--- config.mk ---
export PLATFORM = sky130hd
export DESIGN_NAME = axi_lite_arbiter_flat
export DESIGN_NICKNAME = d
export VERILOG_FILES = /design/src/rtl/axi_lite_arbiter_if.sv /design/src/rtl/axi_lite_arbiter.sv /design/src/flat_wrapper.sv
export SDC_FILE = /design/constraint.sdc
export NUM_CORES = 1
export LEC_CHECK = 0
export ABC_AREA = 1
export CORE_MARGIN = 5
export CORE_UTILIZATION = 25
export DETAILED_ROUTE_END_ITERATION = 16
export DONT_BUFFER_PORTS = 1
export PLACE_DENSITY = 0.39
export SYNTH_ARGS = -nofsm -noshare
export SYNTH_HDL_FRONTEND = slang
export SYNTH_SLANG_ARGS = --single-unit
--- constraint.sdc ---
create_clock -name clk -period 1.5 [get_ports clk]
set_input_delay 0.15 -clock clk [delete_from_list [all_inputs] [get_ports clk]]
set_output_delay 0.15 -clock clk [all_outputs]
set_load 0.01 [all_outputs]
--- src/rtl/axi_lite_arbiter_if.sv ---
// AXI4-lite bus bundle (32-bit address/data) shared by the arbiter and its slave.
// The master modport is the arbiter side, the slave modport the peripheral side.
interface axi_lite_arbiter_if;
  logic        awvalid;
  logic        awready;
  logic [31:0] awaddr;
  logic [2:0]  awprot;
  logic        wvalid;
  logic        wready;
  logic [31:0] wdata;
  logic [3:0]  wstrb;
  logic        bvalid;
  logic        bready;
  logic [1:0]  bresp;
  logic        arvalid;
  logic        arready;
  logic [31:0] araddr;
  logic [2:0]  arprot;
  logic        rvalid;
  logic        rready;
  logic [31:0] rdata;
  logic [1:0]  rresp;

  modport master (
    output awvalid, awaddr, awprot, wvalid, wdata, wstrb, bready,
    output arvalid, araddr, arprot, rready,
    input  awready, wready, bvalid, bresp, arready, rvalid, rdata, rresp
  );

  modport slave (
    input  awvalid, awaddr, awprot, wvalid, wdata, wstrb, bready,
    input  arvalid, araddr, arprot, rready,
    output awready, wready, bvalid, bresp, arready, rvalid, rdata, rresp
  );
endinterface

--- src/rtl/axi_lite_arbiter.sv ---
// Two-requester arbiter for one AXI4-lite master port, one single-beat transaction at a time.
// Round-robin by default; define AXI_ARB_FIXED_PRIO_EN for fixed priority (req0 wins).
module axi_lite_arbiter #(
  parameter logic [2:0] AXI_PROT  = 3'b000,
  parameter logic [3:0] AXI_WSTRB = 4'b1111
) (
  input  logic                      clk,
  input  logic                      rstn,
  input  logic                      req0_valid,
  input  logic                      req0_we,
  input  logic [31:0]               req0_addr,
  input  logic [31:0]               req0_wdata,
  output logic                      req0_done,
  output logic [31:0]               req0_rdata,
  output logic                      req0_err,
  input  logic                      req1_valid,
  input  logic                      req1_we,
  input  logic [31:0]               req1_addr,
  input  logic [31:0]               req1_wdata,
  output logic                      req1_done,
  output logic [31:0]               req1_rdata,
  output logic                      req1_err,
  axi_lite_arbiter_if.master        axi
);

  localparam logic [2:0] IDLE    = 3'd0;
  localparam logic [2:0] WR      = 3'd1;
  localparam logic [2:0] WR_RESP = 3'd2;
  localparam logic [2:0] RD_ADDR = 3'd3;
  localparam logic [2:0] RD_DATA = 3'd4;
  localparam logic [2:0] DONE    = 3'd5;

  logic [2:0]  state;
  logic        gnt;
  logic        sel;
  logic        sel_we;
  logic [31:0] sel_addr;
  logic [31:0] sel_wdata;
  logic        any_req;
  logic        aw_fin;
  logic        w_fin;

  function automatic logic resp_err(input logic [1:0] resp);
    return resp != 2'b00;
  endfunction

  assign axi.awprot = AXI_PROT;
  assign axi.arprot = AXI_PROT;
  assign axi.wstrb  = AXI_WSTRB;

  assign any_req = req0_valid | req1_valid;

`ifdef AXI_ARB_FIXED_PRIO_EN
  always_comb sel = ~req0_valid;
`else
  logic rr_ptr;

  // A lone requester wins outright; under contention the pointer picks.
  always_comb sel = (req0_valid & req1_valid) ? rr_ptr : req1_valid;

  always_ff @(posedge clk or negedge rstn) begin
    if (!rstn) begin
      rr_ptr <= 1'b0;
    end else if (state == IDLE && any_req) begin
      rr_ptr <= ~sel;
    end
  end
`endif

  always_comb begin
    sel_we    = sel ? req1_we    : req0_we;
    sel_addr  = sel ? req1_addr  : req0_addr;
    sel_wdata = sel ? req1_wdata : req0_wdata;
  end

  // AW and W complete independently; a channel already accepted counts as finished.
  assign aw_fin = ~axi.awvalid | axi.awready;
  assign w_fin  = ~axi.wvalid  | axi.wready;

  always_ff @(posedge clk or negedge rstn) begin
    if (!rstn) begin
      state       <= IDLE;
      gnt         <= 1'b0;
      axi.awvalid <= 1'b0;
      axi.awaddr  <= '0;
      axi.wvalid  <= 1'b0;
      axi.wdata   <= '0;
      axi.bready  <= 1'b0;
      axi.arvalid <= 1'b0;
      axi.araddr  <= '0;
      axi.rready  <= 1'b0;
      req0_done   <= 1'b0;
      req0_rdata  <= '0;
      req0_err    <= 1'b0;
      req1_done   <= 1'b0;
      req1_rdata  <= '0;
      req1_err    <= 1'b0;
    end else begin
      req0_done <= 1'b0;
      req1_done <= 1'b0;
      case (state)
        IDLE: begin
          if (any_req) begin
            gnt <= sel;
            if (sel_we) begin
              axi.awvalid <= 1'b1;
              axi.wvalid  <= 1'b1;
              axi.awaddr  <= sel_addr;
              axi.wdata   <= sel_wdata;
              state       <= WR;
            end else begin
              axi.arvalid <= 1'b1;
              axi.araddr  <= sel_addr;
              state       <= RD_ADDR;
            end
          end
        end
        WR: begin
          if (axi.awready) axi.awvalid <= 1'b0;
          if (axi.wready)  axi.wvalid  <= 1'b0;
          if (aw_fin && w_fin) begin
            axi.bready <= 1'b1;
            state      <= WR_RESP;
          end
        end
        WR_RESP: begin
          if (axi.bvalid) begin
            axi.bready <= 1'b0;
            if (gnt) begin
              req1_done <= 1'b1;
              req1_err  <= resp_err(axi.bresp);
            end else begin
              req0_done <= 1'b1;
              req0_err  <= resp_err(axi.bresp);
            end
            state <= DONE;
          end
        end
        RD_ADDR: begin
          if (axi.arready) begin
            axi.arvalid <= 1'b0;
            axi.rready  <= 1'b1;
            state       <= RD_DATA;
          end
        end
        RD_DATA: begin
          if (axi.rvalid) begin
            axi.rready <= 1'b0;
            if (gnt) begin
              req1_done  <= 1'b1;
              req1_rdata <= axi.rdata;
              req1_err   <= resp_err(axi.rresp);
            end else begin
              req0_done  <= 1'b1;
              req0_rdata <= axi.rdata;
              req0_err   <= resp_err(axi.rresp);
            end
            state <= DONE;
          end
        end
        // Requests are deliberately not sampled here so the winner sees done first.
        DONE:    state <= IDLE;
        default: state <= IDLE;
      endcase
    end
  end

endmodule

--- src/flat_wrapper.sv ---
// flat-port wrapper written by rule: the top's interface ports become plain ports
module axi_lite_arbiter_flat 
#(
  parameter logic [2:0] AXI_PROT  = 3'b000,
  parameter logic [3:0] AXI_WSTRB = 4'b1111
)
  (clk, rstn, req0_valid, req0_we, req0_addr, req0_wdata, req0_done, req0_rdata, req0_err, req1_valid, req1_we, req1_addr, req1_wdata, req1_done, req1_rdata, req1_err, axi_awvalid, axi_awaddr, axi_awprot, axi_wvalid, axi_wdata, axi_wstrb, axi_bready, axi_arvalid, axi_araddr, axi_arprot, axi_rready, axi_awready, axi_wready, axi_bvalid, axi_bresp, axi_arready, axi_rvalid, axi_rdata, axi_rresp);
  axi_lite_arbiter_if axi_i ();
  input  logic clk;
  input  logic rstn;
  input  logic req0_valid;
  input  logic req0_we;
  input  logic [31:0] req0_addr;
  input  logic [31:0] req0_wdata;
  output logic req0_done;
  output logic [31:0] req0_rdata;
  output logic req0_err;
  input  logic req1_valid;
  input  logic req1_we;
  input  logic [31:0] req1_addr;
  input  logic [31:0] req1_wdata;
  output logic req1_done;
  output logic [31:0] req1_rdata;
  output logic req1_err;
  output wire logic [$bits(axi_i.awvalid)-1:0] axi_awvalid;
  output wire logic [$bits(axi_i.awaddr)-1:0] axi_awaddr;
  output wire logic [$bits(axi_i.awprot)-1:0] axi_awprot;
  output wire logic [$bits(axi_i.wvalid)-1:0] axi_wvalid;
  output wire logic [$bits(axi_i.wdata)-1:0] axi_wdata;
  output wire logic [$bits(axi_i.wstrb)-1:0] axi_wstrb;
  output wire logic [$bits(axi_i.bready)-1:0] axi_bready;
  output wire logic [$bits(axi_i.arvalid)-1:0] axi_arvalid;
  output wire logic [$bits(axi_i.araddr)-1:0] axi_araddr;
  output wire logic [$bits(axi_i.arprot)-1:0] axi_arprot;
  output wire logic [$bits(axi_i.rready)-1:0] axi_rready;
  input wire logic [$bits(axi_i.awready)-1:0] axi_awready;
  input wire logic [$bits(axi_i.wready)-1:0] axi_wready;
  input wire logic [$bits(axi_i.bvalid)-1:0] axi_bvalid;
  input wire logic [$bits(axi_i.bresp)-1:0] axi_bresp;
  input wire logic [$bits(axi_i.arready)-1:0] axi_arready;
  input wire logic [$bits(axi_i.rvalid)-1:0] axi_rvalid;
  input wire logic [$bits(axi_i.rdata)-1:0] axi_rdata;
  input wire logic [$bits(axi_i.rresp)-1:0] axi_rresp;
  assign axi_awvalid = axi_i.awvalid;
  assign axi_awaddr = axi_i.awaddr;
  assign axi_awprot = axi_i.awprot;
  assign axi_wvalid = axi_i.wvalid;
  assign axi_wdata = axi_i.wdata;
  assign axi_wstrb = axi_i.wstrb;
  assign axi_bready = axi_i.bready;
  assign axi_arvalid = axi_i.arvalid;
  assign axi_araddr = axi_i.araddr;
  assign axi_arprot = axi_i.arprot;
  assign axi_rready = axi_i.rready;
  assign axi_i.awready = axi_awready;
  assign axi_i.wready = axi_wready;
  assign axi_i.bvalid = axi_bvalid;
  assign axi_i.bresp = axi_bresp;
  assign axi_i.arready = axi_arready;
  assign axi_i.rvalid = axi_rvalid;
  assign axi_i.rdata = axi_rdata;
  assign axi_i.rresp = axi_rresp;
  axi_lite_arbiter #(.AXI_PROT(AXI_PROT), .AXI_WSTRB(AXI_WSTRB)) u_core (.clk(clk), .rstn(rstn), .req0_valid(req0_valid), .req0_we(req0_we), .req0_addr(req0_addr), .req0_wdata(req0_wdata), .req0_done(req0_done), .req0_rdata(req0_rdata), .req0_err(req0_err), .req1_valid(req1_valid), .req1_we(req1_we), .req1_addr(req1_addr), .req1_wdata(req1_wdata), .req1_done(req1_done), .req1_rdata(req1_rdata), .req1_err(req1_err), .axi(axi_i));
endmodule
==> flow_metrics.env, run 1 <==
export IMPL_drtIter0Drc=220
export IMPL_synthFlopType="dfrtp_1"
export IMPL_antenna_found_initial=1
export IMPL_ys_warn_count=0
export IMPL_start_util_pct=25.4
export IMPL_grt_max_degree=175
export IMPL_yosysMostFrequentCell="nand2_1"
export IMPL_hold_ws_ns=-0.579
export IMPL_netlist_area_leader_share_pct=56.1
export IMPL_cp_slowest_stage_delay_ns=0.41
export IMPL_ir_worst_vdd_v=0.000687
export IMPL_seq_area_frac_synth_pct=56.1
export IMPL_clockRootBuffer="clkbuf_16"
export IMPL_die_area_um2=34700
export IMPL_synth_edf_count=0
export IMPL_hold_buffers=149
export IMPL_cp_slowest_cell="dfrtp_1"
export IMPL_clk_pin_slew_ns=0.07
export IMPL_grt_pass1_vias=6883
export IMPL_ys_top_cells_by_area="dfrtp_1 56%, nand2_1 30%, nand3_1 2.6%, buf_4 2.5%, o21ai_0 2.4%"
export IMPL_syn_inst=1007
export IMPL_gr_total_overflow=0
export IMPL_routedWlPerCell_um=18.5
export IMPL_status="complete, but fails checks"
export IMPL_hpwl_um=16800
export IMPL_cts_htree_levels=4
export IMPL_drc=0
export IMPL_grt_pass1_wl_um=39800
export IMPL_cp_cell_sequence="nor2_4 -> buf_4 -> nand2_4 -> nor3_4 -> buf_6 -> buf_6 -> o21ai_0"
export IMPL_core_area_um2=30600
export IMPL_period_share_pct=101
export IMPL_rows=64
export IMPL_ys_types=25
export IMPL_cts_tree="built"
export IMPL_power_density_nw_per_um2=1880
export IMPL_fin_nets=1336
export IMPL_worstReg2RegEnd="u_core.req1_rdata[20]"
export IMPL_fp_dieH_um=186
export IMPL_fp_dieW_um=186
export IMPL_synth_seq_cells=174
export IMPL_period_minus_slack_ns=1.52
export IMPL_cts_buffer_depth=2
export IMPL_required_ns=1.79
export IMPL_place_ws_ns=0.0142
export IMPL_cp_top_family="buffers and inverters"
export IMPL_p_total_mw=20.1
export IMPL_path_class="register to register"
export IMPL_fin_cells=1569
export IMPL_synth_top_area_cell="dfrtp_1"
export IMPL_drive_gt1_share_pct=7.25
export IMPL_drv_cap=0
export IMPL_syn2layout_area_growth_pct=38.2
export IMPL_start_kind="register"
export IMPL_hold_class="input port to async pin"
export IMPL_setup_viol=19
export IMPL_vias=6873
export IMPL_async_flop_share_pct=100
export IMPL_cts_sinks=174
export IMPL_reg2reg_slack_ns=-0.02
export IMPL_postPlaceCellArea_um2=8210
export IMPL_synth_common_cells="614 x nand2_1, 174 x dfrtp_1, 48 x inv_1"
export IMPL_worst_ep_arrival_time_ns=1.81
export IMPL_drv_slew=0
export IMPL_fin_ws_ns=-0.0178
export IMPL_violations="negative hold slack, negative setup slack"
export IMPL_path_buf_inv=3
export IMPL_final_area_um2=10700
export IMPL_reg2reg_depth=7
export IMPL_io_buffer_count=0
export IMPL_netlist_area_um2=7760
export IMPL_cts_inserted_buffers=17
export IMPL_place_congestion=0.752
export IMPL_worstSetupEndpointType="register"
export IMPL_io_pins=354
export IMPL_diodes=0
export IMPL_p_leak_nw=5.62
export IMPL_drtPass1Iterations=4
export IMPL_rsz0062_at_grt="yes"
export IMPL_cp_common_cell="buf_6"
export IMPL_synth_area_per_cell_um2=7.70
export IMPL_wirelength_um=29100
export IMPL_hold_viol=174
export IMPL_r2r_start="u_core.state[0]"
export IMPL_gr_usage_all_layers_pct=14.6
export IMPL_postRouteAntennaNets=0
export IMPL_clock_skew_ns=0.0119
export IMPL_insertion_delay_ns=0.42
export IMPL_placed_cells=1370
export IMPL_viasPerCell=4.38
export IMPL_critPathMaxFanout=8
export IMPL_fmax_ghz=0.659
## area by class of cell
type	count	area, um^2
Clock buffer	18	429
Inverter	52	215
Multi-Input combinational cell	731	2960
Clock inverter	13	179
Fill cell	3140	19900
Sequential cell	174	4350
Timing Repair Buffer	185	2090
Tap cell	396	495
## per-layer routing
layer	vias to the layer above	GRT usage [%]	wire [um]
li1	3335	-	-
met1	3211	18.4	12300
met2	297	23.2	13300
met3	28	6.18	3000
met4	2	4.23	426
met5	-	0	12
## cell families after synthesis
| logic type | after synthesis | share of synthesized area (%) |
|---|---|---|
| compound gates | 45 | 2.98 |
| buf+inv | 110 | 6.81 |
| flops | 174 | 56.1 |
| other cells | 2 | 0.0968 |
| simple gates | 676 | 34.0 |
## stage by stage
stage                     util (%)  setup TNS (ns)
after floorplan                  -               0
after global placement        26.8               0
after detailed placement      26.8               0
after CTS                     33.7         -0.0104
after global routing          35.0           -7.82
final                         35.0          -0.110
## timing repair
action                                 in CTS  in global routing
setup endpoints to repair                   1                163
resized for setup                           0                 32
cloned                                      0                 14
endpoints found under the hold margin     330                174
pin swaps                                   0                  3
setup buffers                               0                  5
## state kept, by name, indices dropped and copies added (netlist names)
| name | cells |
|---|---|
| u_core.axi.araddr | 32 |
| u_core.axi.awaddr | 32 |
| u_core.axi.wdata | 32 |
| u_core.req0_rdata | 32 |
| u_core.req1_rdata | 32 |
| u_core.state | 3 |
| u_core.axi.arvalid | 1 |
| u_core.axi.awvalid | 1 |
| u_core.axi.bready | 1 |
| u_core.axi.rready | 1 |
| u_core.axi.wvalid | 1 |
| u_core.gnt | 1 |
| u_core.req0_done | 1 |
| u_core.req0_err | 1 |
| u_core.req1_done | 1 |
| u_core.req1_err | 1 |
| u_core.rr_ptr | 1 |
## placed cells by master (no fill, tap or decap), drive strengths merged
master	instances
nand2	617
dfrtp	174
dlygate4sd3	149
inv	56
nand3	42
o21ai	40
clkbuf	27
buf	27
nor2	15
conb	10
clkinv	6
bufinv	3
a21oi	2
nand3b	1
nor3	1
o21bai	1
o21a	1
a31oi	1
## report_power, final
part           internal, mW  switching, mW
sequential             6.84           2.90
combinational          2.32           3.28
clock                  2.67           2.09
total                  11.8           8.27
## how the worst max path moves through the flow
stage                                        to  slack [ns]             from  cells past startpoint
after floorplan           u_core.axi.awaddr[10]        0.08  u_core.state[1]                      8
after global placement    u_core.axi.araddr[15]       0.007  u_core.state[1]                      8
after detailed placement  u_core.axi.araddr[15]        0.01  u_core.state[1]                      8
after CTS                 u_core.axi.araddr[15]       -0.01  u_core.state[1]                      8
after global routing       u_core.axi.awaddr[8]       -0.09  u_core.state[0]                      7
final                     u_core.req1_rdata[20]       -0.02  u_core.state[0]                      7
Note: power is estimated with default switching activity, not from simulation.
==> inputs of run 2 (changes only) <==
Settings changed: CORE_MARGIN 5 to not set.
==> flow_metrics.env, run 2 (synthesis gave the netlist of run 1 again) <==
export IMPL_p_total_mw=19.9
export IMPL_period_minus_slack_ns=1.51
export IMPL_grt_use_met3_pct=5.99
export IMPL_cts_htree_levels=4
export IMPL_cts_inserted_buffers=17
export IMPL_start_kind="register"
export IMPL_routedWlPerCell_um=17.1
export IMPL_cp_slowest_stage_delay_ns=0.40
export IMPL_cts_buffer_depth=2
export IMPL_grt_max_degree=175
export IMPL_io_buffer_count=0
export IMPL_clk_pin_slew_ns=0.07
export IMPL_reg2reg_slack_ns=-0.006
export IMPL_viasPerCell=4.40
export IMPL_rsz0062_at_grt="yes"
export IMPL_fin_ws_ns=-0.00603
export IMPL_core_area_um2=30600
export IMPL_fin_nets=1345
export IMPL_path_class="register to register"
export IMPL_final_common_cell="nand2_1"
export IMPL_place_congestion=0.745
export IMPL_antenna_found_initial=0
export IMPL_grtUsageMet2_pct=25.0
export IMPL_fmax_ghz=0.664
export IMPL_grt_pass1_wl_um=37600
export IMPL_fillers=3089
export IMPL_drive_gt1_share_pct=7.52
export IMPL_clockRootBuffer="clkbuf_16"
export IMPL_postRouteAntennaNets=0
export IMPL_p_leak_nw=5.65
export IMPL_insertion_delay_ns=0.44
export IMPL_io_pins=354
export IMPL_hold_buffers=154
export IMPL_rows=64
export IMPL_status="complete, but fails checks"
export IMPL_start_util_pct=25.4
export IMPL_hold_class="input port to async pin"
export IMPL_critPathMaxFanout=17
export IMPL_gr_usage_all_layers_pct=15.5
export IMPL_fp_dieH_um=178
export IMPL_top_usage_layer="met2"
export IMPL_cts_sinks=174
export IMPL_hold_ws_ns=-0.594
export IMPL_period_share_pct=100
export IMPL_cts_tree="built"
export IMPL_ir_worst_vdd_v=0.000728
export IMPL_hold_viol=174
export IMPL_diodes=0
export IMPL_worst_ep_arrival_time_ns=1.87
export IMPL_worstSetupEndpointType="register"
export IMPL_die_area_um2=31700
export IMPL_drtPass1Iterations=4
export IMPL_cp_cell_sequence="nor2_4 -> nand2_2 -> nor2_4 -> nand2_4 -> clkinv_8 -> clkbuf_16 -> nand2_1 -> nand2_1"
export IMPL_drtIter0Drc=291
export IMPL_required_ns=1.87
export IMPL_clock_skew_ns=0.0137
export IMPL_reg2reg_depth=8
export IMPL_met1_usage_pct=18.6
export IMPL_drv_cap=0
export IMPL_worstReg2RegEnd="u_core.axi.awaddr[30]"
export IMPL_drv_slew=0
export IMPL_drc=0
export IMPL_hpwl_um=15900
export IMPL_fp_dieW_um=178
export IMPL_vias=6952
export IMPL_final_cell_mix="608 x nand2_1, 174 x dfrtp_1, 154 x dlygate4sd3_1"
export IMPL_gr_total_overflow=0
export IMPL_wirelength_um=27000
export IMPL_r2r_start="u_core.state[0]"
export IMPL_setup_viol=3
export IMPL_syn2layout_area_growth_pct=38.7
export IMPL_fin_setup_tns_ns=-0.0100
export IMPL_cp_slowest_cell="dfrtp_1"
export IMPL_violations="negative hold slack, negative setup slack"
export IMPL_grt_pass1_vias=6762
export IMPL_power_density_nw_per_um2=1850
## run 2: changes by cell type in the layout (fill, tap and decap cells not counted), sizes merged
cell	change
buf	+5
clkinvlp	+2
bufinv	-1
dlygate4sd3	+5
clkinv	-1
## run 2: through the flow
| stage | utilization (%) | area [um^2] | worst slack (ns) | instances | hold slack, ns |
|---|---|---|---|---|---|
| 2_1_floorplan | - | 7790 | 0.0795 | 1015 | -0.146 |
| 6_report | 35.2 | 10800 | -0.00603 | 1579 | -0.594 |
| 3_3_place_gp | 27.0 | 8270 | 0.0625 | 1377 | -0.142 |
| 4_1_cts | 34.0 | 10400 | 0.0252 | 1563 | -0.631 |
| 3_5_place_dp | 27.0 | 8270 | 0.0457 | 1377 | -0.142 |
| 5_1_grt | 35.2 | 10800 | -0.0853 | 1579 | -0.630 |
## run 2: what timing repair did
| action | in CTS | in global routing |
|---|---|---|
| endpoints found under the setup margin | 0 | 148 |
| buffers inserted | 0 | 5 |
| endpoints found under the hold margin | 329 | 174 |
| gates resized for setup | 0 | 25 |
## run 2: cell type report
class                           instances  area, um^2  share of cell area [%]
Clock buffer                           19         433                    4.02
Multi-Input combinational cell        731        2950                    27.4
Timing Repair Buffer                  194        2160                    20.1
Clock inverter                         13         153                    1.42
Sequential cell                       174        4350                    40.5
Inverter                               52         208                    1.93
Tap cell                              396         495                    4.61
## run 2: worst max path at each step
| stage | start | endpoint | slack (ns) | cells after the start |
|---|---|---|---|---|
| global placement | u_core.state[1] | u_core.axi.araddr[2] | 0.06 | 8 |
| detailed placement | u_core.state[1] | u_core.axi.araddr[6] | 0.05 | 8 |
| global route | u_core.state[0] | u_core.axi.awaddr[0] | -0.09 | 8 |
| finish | u_core.state[0] | u_core.axi.awaddr[30] | -0.006 | 8 |
| floorplan | u_core.state[1] | u_core.axi.awaddr[10] | 0.08 | 8 |
| CTS | u_core.state[1] | u_core.axi.araddr[6] | 0.03 | 8 |
## run 2: worst max-delay path, delay by kind of cell, from the launching register on
kind / cells / cell delay (ns)
buf+inv: 2 / 0.32
simple gates: 6 / 0.72
flops: 1 / 0.40
## run 2: report_power, final
group	switching (mW)	internal, mW
logic	3.22	2.38
registers	2.83	6.84
clock network	2.09	2.50
## run 2: metal layers
layer	vias to the layer above	share of wire (%)
li1	3357	-
met1	3256	42
met2	304	47
met3	35	8.7
met4	0	2.1
met5	-	0
